===== src/rtl/seq_cla_subtractor.sv =====
// rtl/seq_cla_subtractor.sv - multi-cycle subtractor, one CHUNK slice of a + ~b + 1 per clock
module seq_cla_subtractor #(
  parameter int WIDTH = 64,
  parameter int CHUNK = 16
) (
  input  logic             clk,
  input  logic             rst,
  input  logic             in_valid,
  output logic             in_ready,
  input  logic [WIDTH-1:0] minuend,
  input  logic [WIDTH-1:0] subtrahend,
  output logic             out_valid,
  input  logic             out_ready,
  output logic [WIDTH-1:0] diff,
  output logic             borrow,
  output logic             overflow
);

  localparam int NCH = WIDTH / CHUNK;
  localparam int IW  = (NCH > 1) ? $clog2(NCH) : 1;
  localparam logic [IW-1:0] LAST = IW'(NCH - 1);

  typedef enum logic [1:0] {IDLE, CALC, DONE} state_t;
  state_t state, state_next;

  logic [WIDTH-1:0] a_reg, b_reg, diff_reg;
  logic             carry, borrow_reg, overflow_reg;
  logic [IW-1:0]    idx;
  logic [CHUNK-1:0] a_slice, b_slice, sum;
  logic             carry_out;

  // One slice of a + ~b + carry; carry starts at 1 to complete the two's complement.
  always_comb begin
    a_slice = a_reg[int'(idx) * CHUNK +: CHUNK];
    b_slice = b_reg[int'(idx) * CHUNK +: CHUNK];
    {carry_out, sum} = {1'b0, a_slice} + {1'b0, ~b_slice} + {{CHUNK{1'b0}}, carry};
  end

  always_ff @(posedge clk) begin
    if (rst) state <= IDLE;
    else     state <= state_next;
  end

  always_comb begin
    state_next = state;
    in_ready   = 1'b0;
    out_valid  = 1'b0;
    case (state)
      IDLE: begin
        in_ready = 1'b1;
        if (in_valid) state_next = CALC;
      end
      CALC: begin
        if (idx == LAST) state_next = DONE;
      end
      DONE: begin
        out_valid = 1'b1;
        if (out_ready) state_next = IDLE;
      end
      default: state_next = IDLE;
    endcase
  end

  always_ff @(posedge clk) begin
    if (rst) begin
      a_reg        <= '0;
      b_reg        <= '0;
      diff_reg     <= '0;
      carry        <= 1'b0;
      idx          <= '0;
      borrow_reg   <= 1'b0;
      overflow_reg <= 1'b0;
    end else begin
      case (state)
        IDLE: begin
          if (in_valid) begin
            a_reg <= minuend;
            b_reg <= subtrahend;
            idx   <= '0;
            carry <= 1'b1;
          end
        end
        CALC: begin
          diff_reg[int'(idx) * CHUNK +: CHUNK] <= sum;
          carry <= carry_out;
          idx   <= idx + 1'b1;
          // Final slice: sum's MSB is the result's sign bit.
          if (idx == LAST) begin
            borrow_reg   <= ~carry_out;
            overflow_reg <= (a_reg[WIDTH-1] != b_reg[WIDTH-1]) &
                            (sum[CHUNK-1] != a_reg[WIDTH-1]);
          end
        end
        default: ;
      endcase
    end
  end

  assign diff     = diff_reg;
  assign borrow   = borrow_reg;
  assign overflow = overflow_reg;

endmodule


===== config.mk =====
export PLATFORM = sky130hd
export DESIGN_NAME = seq_cla_subtractor
export DESIGN_NICKNAME = d
export VERILOG_FILES = /design/src/rtl/seq_cla_subtractor.sv
export SDC_FILE = /design/constraint.sdc
export NUM_CORES = 1
export LEC_CHECK = 0
export BUFFER_PORTS_ARGS = -buffer_cell sky130_fd_sc_hd__buf_4
export CAP_MARGIN = 10
export CORE_ASPECT_RATIO = 1.5
export CORE_UTILIZATION = 40
export CTS_CLUSTER_DIAMETER = 120
export DETAILED_ROUTE_END_ITERATION = 8
export GPL_TIMING_DRIVEN = 1
export MAX_ROUTING_LAYER = met4
export PLACE_DENSITY = 0.72
export SLEW_MARGIN = 40
export SYNTH_ARGS = -nofsm -noshare
export SYNTH_HDL_FRONTEND = slang
export SYNTH_SLANG_ARGS = --single-unit

===== constraint.sdc =====
create_clock -name clk -period 7.8 [get_ports clk]
set_input_delay 2.34 -clock clk [delete_from_list [all_inputs] [get_ports clk]]
set_output_delay 2.34 -clock clk [all_outputs]
set_load 0.05 [all_outputs]

== Yosys cells after proc, flatten, opt, wreduce, memory -nomap -nowiden ==
Cells that the tools add are included.
W data, S select, Z words.
Storage, ports and cells
  input bits: 132
  logic and storage cells: 44
  register bits after elaboration: 199
  output and inout bits: 68
Operators by class
  equality and inequality tests: 8
  shift-type cells: 4
  reduce and logical (&&, ||, !) cells: 6
  mux-type cells: 11
  bitwise logic cells: 3
  $add $sub $neg: 4
Operators with widths (number)
  $shiftx A64 B7 Y16: 2
  $bwmux W64: 1
  $shift A16 B33 Y64 const A: 1
  $shiftx A16 B33 Y64: 1
  $neg A6 Y33: 1
  $add A16 B16 Y17: 1
  $add A17 B1 Y17: 1
  $not A16 Y16: 1
  $mux W2: 4
  $ne A2 B2 Y1 const B: 3
  $pmux W2 S3: 1
  $reduce_and A2 Y1: 3
  $eq A2 B2 Y1 const B: 2
  $pmux W2 S2: 1
  $mux W1: 3
  $reduce_and A3 Y1: 1
  $add A2 B1 Y2 const B: 1
  $eq A2 B1 Y1 const B: 1
  $logic_not A2 Y1: 1
  $ne A1 B1 Y1: 2
  $pmux W1 S2: 1
  $reduce_bool A2 Y1: 1
  $and A1 B1 Y1: 1
  $not A1 Y1: 1

== Depth between registers and ports, before layout ==
Gate-level depths: netlist of the first run.
  word-level depth: 6
  depth in mapped cells: 14
  depth with buffers taken out: 11

== Least setup slack after synthesis of the first run ==
OpenSTA, ideal clock, no wires.
  kind: register to register
  start point: register idx[1]
  end point: register carry
  cell stages (with the launch flop): 14
  buffers on the path: 3
  library setup time: 0.078 ns
  required time: 7.722 ns
  period minus slack after synthesis: 3.549 ns
  arrival time: 3.471 ns
  setup slack: 4.251 ns
  path through: dfxtp_1 > clkbuf_1 > clkbuf_1 > buf_2 > mux4_2 > fa_1 > fa_1 > nor2b_1 > o31ai_2 > a21oi_1 > nand2b_4 > a221oi_4 > o211a_1 > nor3_1
Between the ends
  cells in the longest elaborated chain, start to end: 5
  elaborated cells on any way between the ends: 6
  classes of those cells: add/sub (2); shift (2); mux (1); bitwise (1)
RTL lines
  start: declaration: RTL line 28  | logic [IW-1:0] idx;
  start signal: assignment: RTL line 86  | idx <= idx + 1'b1;
  $shiftx A64 B7 Y16: RTL line 35  | b_slice = b_reg[int'(idx) * CHUNK +: CHUNK];
  $not A16 Y16: RTL line 36  | {carry_out, sum} = {1'b0, a_slice} + {1'b0, ~b_slice} + {{CHUNK{1'b0}}, carry};
  $add A16 B16 Y17 *: RTL line 36
  $add A17 B1 Y17 *: RTL line 36
  $pmux W1 S2 *: RTL line 74  | case (state)
  end signal: assignment: RTL line 85  | carry <= carry_out;
  end: declaration: RTL line 27  | logic carry, borrow_reg, overflow_reg;
Every way passes the cells marked *; elsewhere a longest branch is shown, timed or not.
A chain may end at the register's enable or synchronous reset.

== Final worst setup path of the first run ==
  start point: register idx[0]
  end point: register diff_reg[14] (netlist: diff[14])
Between the ends
  cells in the longest elaborated chain, start to end: 6
  elaborated cells on any way between the ends: 9
  classes of those cells: add/sub (3); shift (4); mux (1); bitwise (1)
RTL lines
  $shiftx A64 B7 Y16: RTL line 35
  $not A16 Y16: RTL line 36
  $add A16 B16 Y17: RTL line 36
  $add A17 B1 Y17: RTL line 36
  $shiftx A16 B33 Y64: RTL line 84  | diff_reg[int'(idx) * CHUNK +: CHUNK] <= sum;
  $bwmux W64 *: RTL line 84
  end signal: indexed assignment: RTL line 84
  end: declaration: RTL line 26  | logic [WIDTH-1:0] a_reg, b_reg, diff_reg;
Marks and branches as above.

==> results_dict.tcl, run 1 <==
set metrics [dict create \
    result_of_the_run "finished, final reports clean" \
    ir_worst_vdd_mv 0.1720 \
    cellLeakagePower_nw 4.404 \
    total_power_mw 2.470 \
    final-instance-count-excl-fill 1430 \
    crit_path_max_fanout 34 \
    finalWeightedCongestion 0.8364 \
    avgViaCountPerCell 5.196 \
    timing.final.crit_share_pct 50.52 \
    grt.total_usage_pct 22.42 \
    worstPathRequired_ps 8180 \
    postSynth.topFlopCell "sky130_fd_sc_hd__dfxtp_1" \
    numPlacedInstances 1398 \
    synthesis.nets 1148 \
    ios 200 \
    tritoncts "built" \
    end_kind "flop" \
    whs_ps 453.4 \
    synth_enable_flop_cells 0 \
    overflow 0 \
    netlist-cell-type-count 43 \
    route.antenna.remaining_nets 0 \
    core_region_area_mm2 0.02098 \
    drtIter0Drc 568 \
    post_synth_instance_area_mm2 0.008522 \
    timing.setup.critical_path_class "flop to flop" \
    grt_setup_unrepaired "no" \
    nFillCells 2038 \
    die_height_um 180.8 \
    synthesis_stage_register_bit_count 199 \
    post-place-ws_ps 3724 \
    yosys.area_share.simple_pct 19.38 \
    period_minus_slack_ps 3940 \
    detailed_place.area_mm2 0.01017 \
    vias_in_the_first_global_route 7262 \
    skew_ps 13.10 \
    worstMarginPinSlew_ps 770.2 \
    synth_async_sr_flop_share_pct 0 \
    grt_max_degree 109 \
    synth-xor-area-share_pct 1.336 \
    layout_common_cells "sky130_fd_sc_hd__nand2_1, sky130_fd_sc_hd__buf_4, sky130_fd_sc_hd__dfxtp_1" \
    power-per-cell-area_mw_per_mm2 229.8 \
    synth-adder-area-share_pct 3.553 \
    synth_top_family_by_area "simple AND/OR/NAND/NOR gates" \
    yosysSeqAreaShare_pct 46.75 \
    cts.root.buffer_cell "sky130_fd_sc_hd__clkbuf_16" \
    cts_num_sinks 199 \
    final_core_util_pct 51.23 \
    drt_drc_violations_left 0 \
    die_width_um 121.2 \
    maxCapViolations 0 \
    muxShareOfSynthArea_pct 8.457 \
    detailedPlacementHpwl_mm 16.48 \
    postCtsSetupBuffers 0 \
    initial_utilization_pct 40.61 \
    timing.fmax_ghz 0.2538 \
    timing.final.ws_setup_ps 3860 \
    synth-compound-area-share_pct 16.43 \
    timing.critical_path.from_type "flop" \
    cts-root-to-sink-buffers 2 \
    yosysWarningCount 0 \
    per_instance_average_area_after_synthesis_um2 8.582 \
    reg_clk_slew_reported_paths_ps 80 \
    wire_per_inst_um 16.11 \
    max_slew_margin_pct 48.66 \
    area_growth_pct 26.15 \
    final_instance_area_mm2 0.01075 \
    clock_insertion_delay_worst_skew_ps 440 \
    htree_num_levels 4 \
    fin_tns_setup_ps 0 \
    diodes 0 \
    hp-class "flop to flop" \
    postSynthCellCount 993 \
    final_slew_violations 0 \
    worst_ep_arrival_time_ps 4320 \
    drt_first_pass_iters 5 \
    design.die.area_mm2 0.02190 \
    placement.io_buffers 199 \
    setup_violations_final 0 \
    postRouteWirelength_mm 23.04 \
    mostFrequentLayoutCell "sky130_fd_sc_hd__nand2_1" \
    grt_first_pass_wirelength_mm 36.97 \
    nets 1304 \
    hold_buffer_count_at_cts 0 \
    row_count 65 \
    vias 7430 \
    tritoncts.num_buffers 17 \
    cts-resized-gates 0 \
    hold_viol_final 0 \
    fraction_of_final_layout_cells_with_drive_strength_greater_than_1_pct 24.35 \
    number_of_antenna_violations_at_the_first_check_in_global_routing 0 \
]
## final timing paths
kind | slack (ps) | startpoint | to | cells after the start
hold reg to reg | 450 | a_reg[57] | a_reg[57] | 2
setup reg to reg | 3860 | idx[0] | diff[14] | 11
setup / recovery | 3860 | idx[0] | diff[14] | 11
hold / removal | 450 | a_reg[57] | a_reg[57] | 2
## synth_stat cells (all sizes together) (3+ instances only)
| master | number | area [um^2] |
|---|---|---|
| nand2 | 274 | 1028 |
| xnor2 | 4 | 35.03 |
| inv | 21 | 78.83 |
| buf | 6 | 30.03 |
| nor2b | 7 | 43.79 |
| nand2b | 8 | 57.55 |
| nor3 | 6 | 30.03 |
| a221o | 5 | 50.05 |
| ha | 21 | 262.8 |
| o21ai | 15 | 75.07 |
| a21oi | 155 | 779.5 |
| mux4 | 32 | 720.7 |
| nor2 | 72 | 270.3 |
| xor2 | 9 | 78.83 |
| nor4 | 5 | 31.28 |
| dfxtp | 199 | 3984 |
| nand3b | 14 | 105.1 |
| a21o | 7 | 52.55 |
| a22oi | 40 | 300.3 |
| clkbuf | 64 | 240.2 |
| nand4 | 3 | 18.77 |
## logic make-up after synthesis
kind of cell	count (synthesis)
compound gates	236
xor+xnor	13
fa+ha+maj	23
buf+inv	91
flops	199
mux	32
simple gates	399
## area by class of cell
class	instances	area (um^2)	share of cell area [%]
Multi-Input combinational cell	703	4202	39.08
Timing Repair Buffer	207	1569	14.59
Inverter	21	78.83	0.7332
Tap cell	268	335.3	3.119
Clock buffer	17	425.4	3.957
Clock inverter	15	153.9	1.432
Sequential cell	199	3986	37.08
## critical path: stages, from the launching register on
cell and delay [ps]:
sky130_fd_sc_hd__dfxtp_2 390, sky130_fd_sc_hd__buf_4 510, sky130_fd_sc_hd__mux4_2 610, sky130_fd_sc_hd__fa_1 420, sky130_fd_sc_hd__fa_1 430, sky130_fd_sc_hd__nor2b_1 210, sky130_fd_sc_hd__o31ai_2 100, sky130_fd_sc_hd__a21oi_1 290
sky130_fd_sc_hd__a221oi_2 110, sky130_fd_sc_hd__xnor2_1 510, sky130_fd_sc_hd__a22oi_1 140, sky130_fd_sc_hd__nor2_1 120
## power by group
group / internal [mW] / total [mW] / leakage [nW] / switching [mW]
Sequential: 1.07 / 1.10 / 1.63 / 0.0271
Combinational: 0.194 / 0.515 / 2.49 / 0.321
Clock: 0.428 / 0.859 / 0.284 / 0.431
Total: 1.69 / 2.47 / 4.40 / 0.780
## routing by layer
layer	vias to the layer above	global-route usage (%)	wire length, um
met3	42	3.125	833
met1	3497	26.36	9297
met5	-	-	0
li1	3703	-	-
met2	188	37.97	12200
met4	0	9.333	711
No activity file was read; power rests on OpenSTA's default activity.
==> run 2, diff against run 1 <==
Clock period 7.8 ns to 3.96 ns, I/O delays scaled along.
==> results_dict.tcl, run 2 (synthesis gave the netlist of run 1 again) <==
set metrics [dict create \
    worstMarginPinSlew_ps 712.2 \
    die_height_um 180.8 \
    timing.setup.critical_path_class "flop to flop" \
    total_power_mw 4.977 \
    layout_common_cells "sky130_fd_sc_hd__nand2_1, sky130_fd_sc_hd__buf_4, sky130_fd_sc_hd__dfxtp_1" \
    tritoncts "built" \
    detailedPlacementHpwl_mm 18.18 \
    cellLeakagePower_nw 4.474 \
    cts-resized-gates 0 \
    maxCapViolations 0 \
    reg_clk_slew_reported_paths_ps 70 \
    fin_tns_setup_ps 0 \
    overflow 0 \
    grt_max_degree 66 \
    cts.root.buffer_cell "sky130_fd_sc_hd__clkbuf_16" \
    nFillCells 2028 \
    ios 200 \
    number_of_antenna_violations_at_the_first_check_in_global_routing 0 \
    drtIter0Drc 564 \
    mostFrequentLayoutCell "sky130_fd_sc_hd__nand2_1" \
    end_kind "flop" \
    hold_viol_final 0 \
    drt_first_pass_iters 5 \
    cts-root-to-sink-buffers 2 \
    post-place-ws_ps 383.8 \
    postRouteWirelength_mm 24.33 \
    ir_worst_vdd_mv 0.3175 \
    nets 1314 \
    design.die.area_mm2 0.02190 \
    htree_num_levels 4 \
    clock_insertion_delay_worst_skew_ps 440 \
    postCtsSetupBuffers 0 \
    diodes 0 \
    wire_per_inst_um 16.90 \
    crit_path_max_fanout 20 \
    grt_setup_unrepaired "no" \
    row_count 65 \
    final_slew_violations 0 \
    final_core_util_pct 51.82 \
    max_slew_margin_pct 52.34 \
    initial_utilization_pct 40.61 \
    core_region_area_mm2 0.02098 \
    route.antenna.remaining_nets 0 \
    vias 7565 \
    worstPathRequired_ps 4330 \
    power-per-cell-area_mw_per_mm2 457.8 \
    timing.fmax_ghz 0.2800 \
    timing.final.ws_setup_ps 388.4 \
    hp-class "flop to flop" \
    grt_first_pass_wirelength_mm 38.72 \
    die_width_um 121.2 \
    area_growth_pct 27.59 \
    vias_in_the_first_global_route 7333 \
    tritoncts.num_buffers 17 \
    cts_num_sinks 199 \
    finalWeightedCongestion 0.8700 \
    result_of_the_run "finished, final reports clean" \
    placement.io_buffers 199 \
    timing.critical_path.from_type "flop" \
    period_minus_slack_ps 3572 \
    hold_buffer_count_at_cts 0 \
    drt_drc_violations_left 0 \
    timing.final.crit_share_pct 90.19 \
    numPlacedInstances 1408 \
    fraction_of_final_layout_cells_with_drive_strength_greater_than_1_pct 24.91 \
    grt.total_usage_pct 23.67 \
    worst_ep_arrival_time_ps 3950 \
    setup_violations_final 0 \
    avgViaCountPerCell 5.253 \
    skew_ps 11.72 \
    final-instance-count-excl-fill 1440 \
]
==> run 2: power by group <==
| part | internal, mW | switching, mW | leakage (nW) |
|---|---|---|---|
| sequential | 2.11 | 0.0656 | 1.63 |
| clock | 0.910 | 0.850 | 0.297 |
| combinational | 0.411 | 0.636 | 2.55 |
==> run 2: critical path, cell delays in order, from the launching register on <==
cell                       delay [ps]
sky130_fd_sc_hd__dfxtp_2          750
sky130_fd_sc_hd__mux4_2           590
sky130_fd_sc_hd__fa_1             430
sky130_fd_sc_hd__fa_1             420
sky130_fd_sc_hd__nor2b_1          190
sky130_fd_sc_hd__o31ai_2           90
sky130_fd_sc_hd__a21oi_1          240
sky130_fd_sc_hd__nand2b_4         220
sky130_fd_sc_hd__xor2_1           330
sky130_fd_sc_hd__a22oi_1          120
sky130_fd_sc_hd__nor2_1           130
==> run 2: per-stage QoR <==
step / instance area, um^2 / hold slack [ps]
2_1_floorplan: 8522 / 433.1
3_3_place_gp: 10270 / 439.2
3_5_place_dp: 10270 / 445.3
4_1_cts: 10870 / 455.6
5_1_grt: 10870 / 467.8
6_report: 10870 / 453.4
==> run 2: final timing paths <==
kind | startpoint | to | slack, ps | depth (start not counted)
worst min-delay path | b_reg[24] | b_reg[24] | 450 | 2
worst max register to register | idx[0] | diff[8] | 390 | 10
worst min register to register | b_reg[24] | b_reg[24] | 450 | 2
worst max-delay path | idx[0] | diff[8] | 390 | 10
==> run 2: cell type report <==
| type | instances | area, um^2 | area share, % |
|---|---|---|---|
| multi-input cells | 703 | 4199 | 38.62 |
| flip-flops and latches | 199 | 3986 | 36.66 |
| repair buffers | 217 | 1670 | 15.36 |
| clock buffers | 17 | 425.4 | 3.913 |
| well taps | 268 | 335.3 | 3.084 |
| clock inverters | 15 | 177.7 | 1.634 |
| inverters | 21 | 78.83 | 0.7250 |
==> run 2: routing by layer <==
metal | wire length, um | track usage [%] | vias up
met4 | 726 | 9.235 | 0
met3 | 1079 | 3.504 | 43
met2 | 12870 | 40.91 | 224
li1 | - | - | 3726
met5 | 0 | - | -
met1 | 9660 | 27.21 | 3572
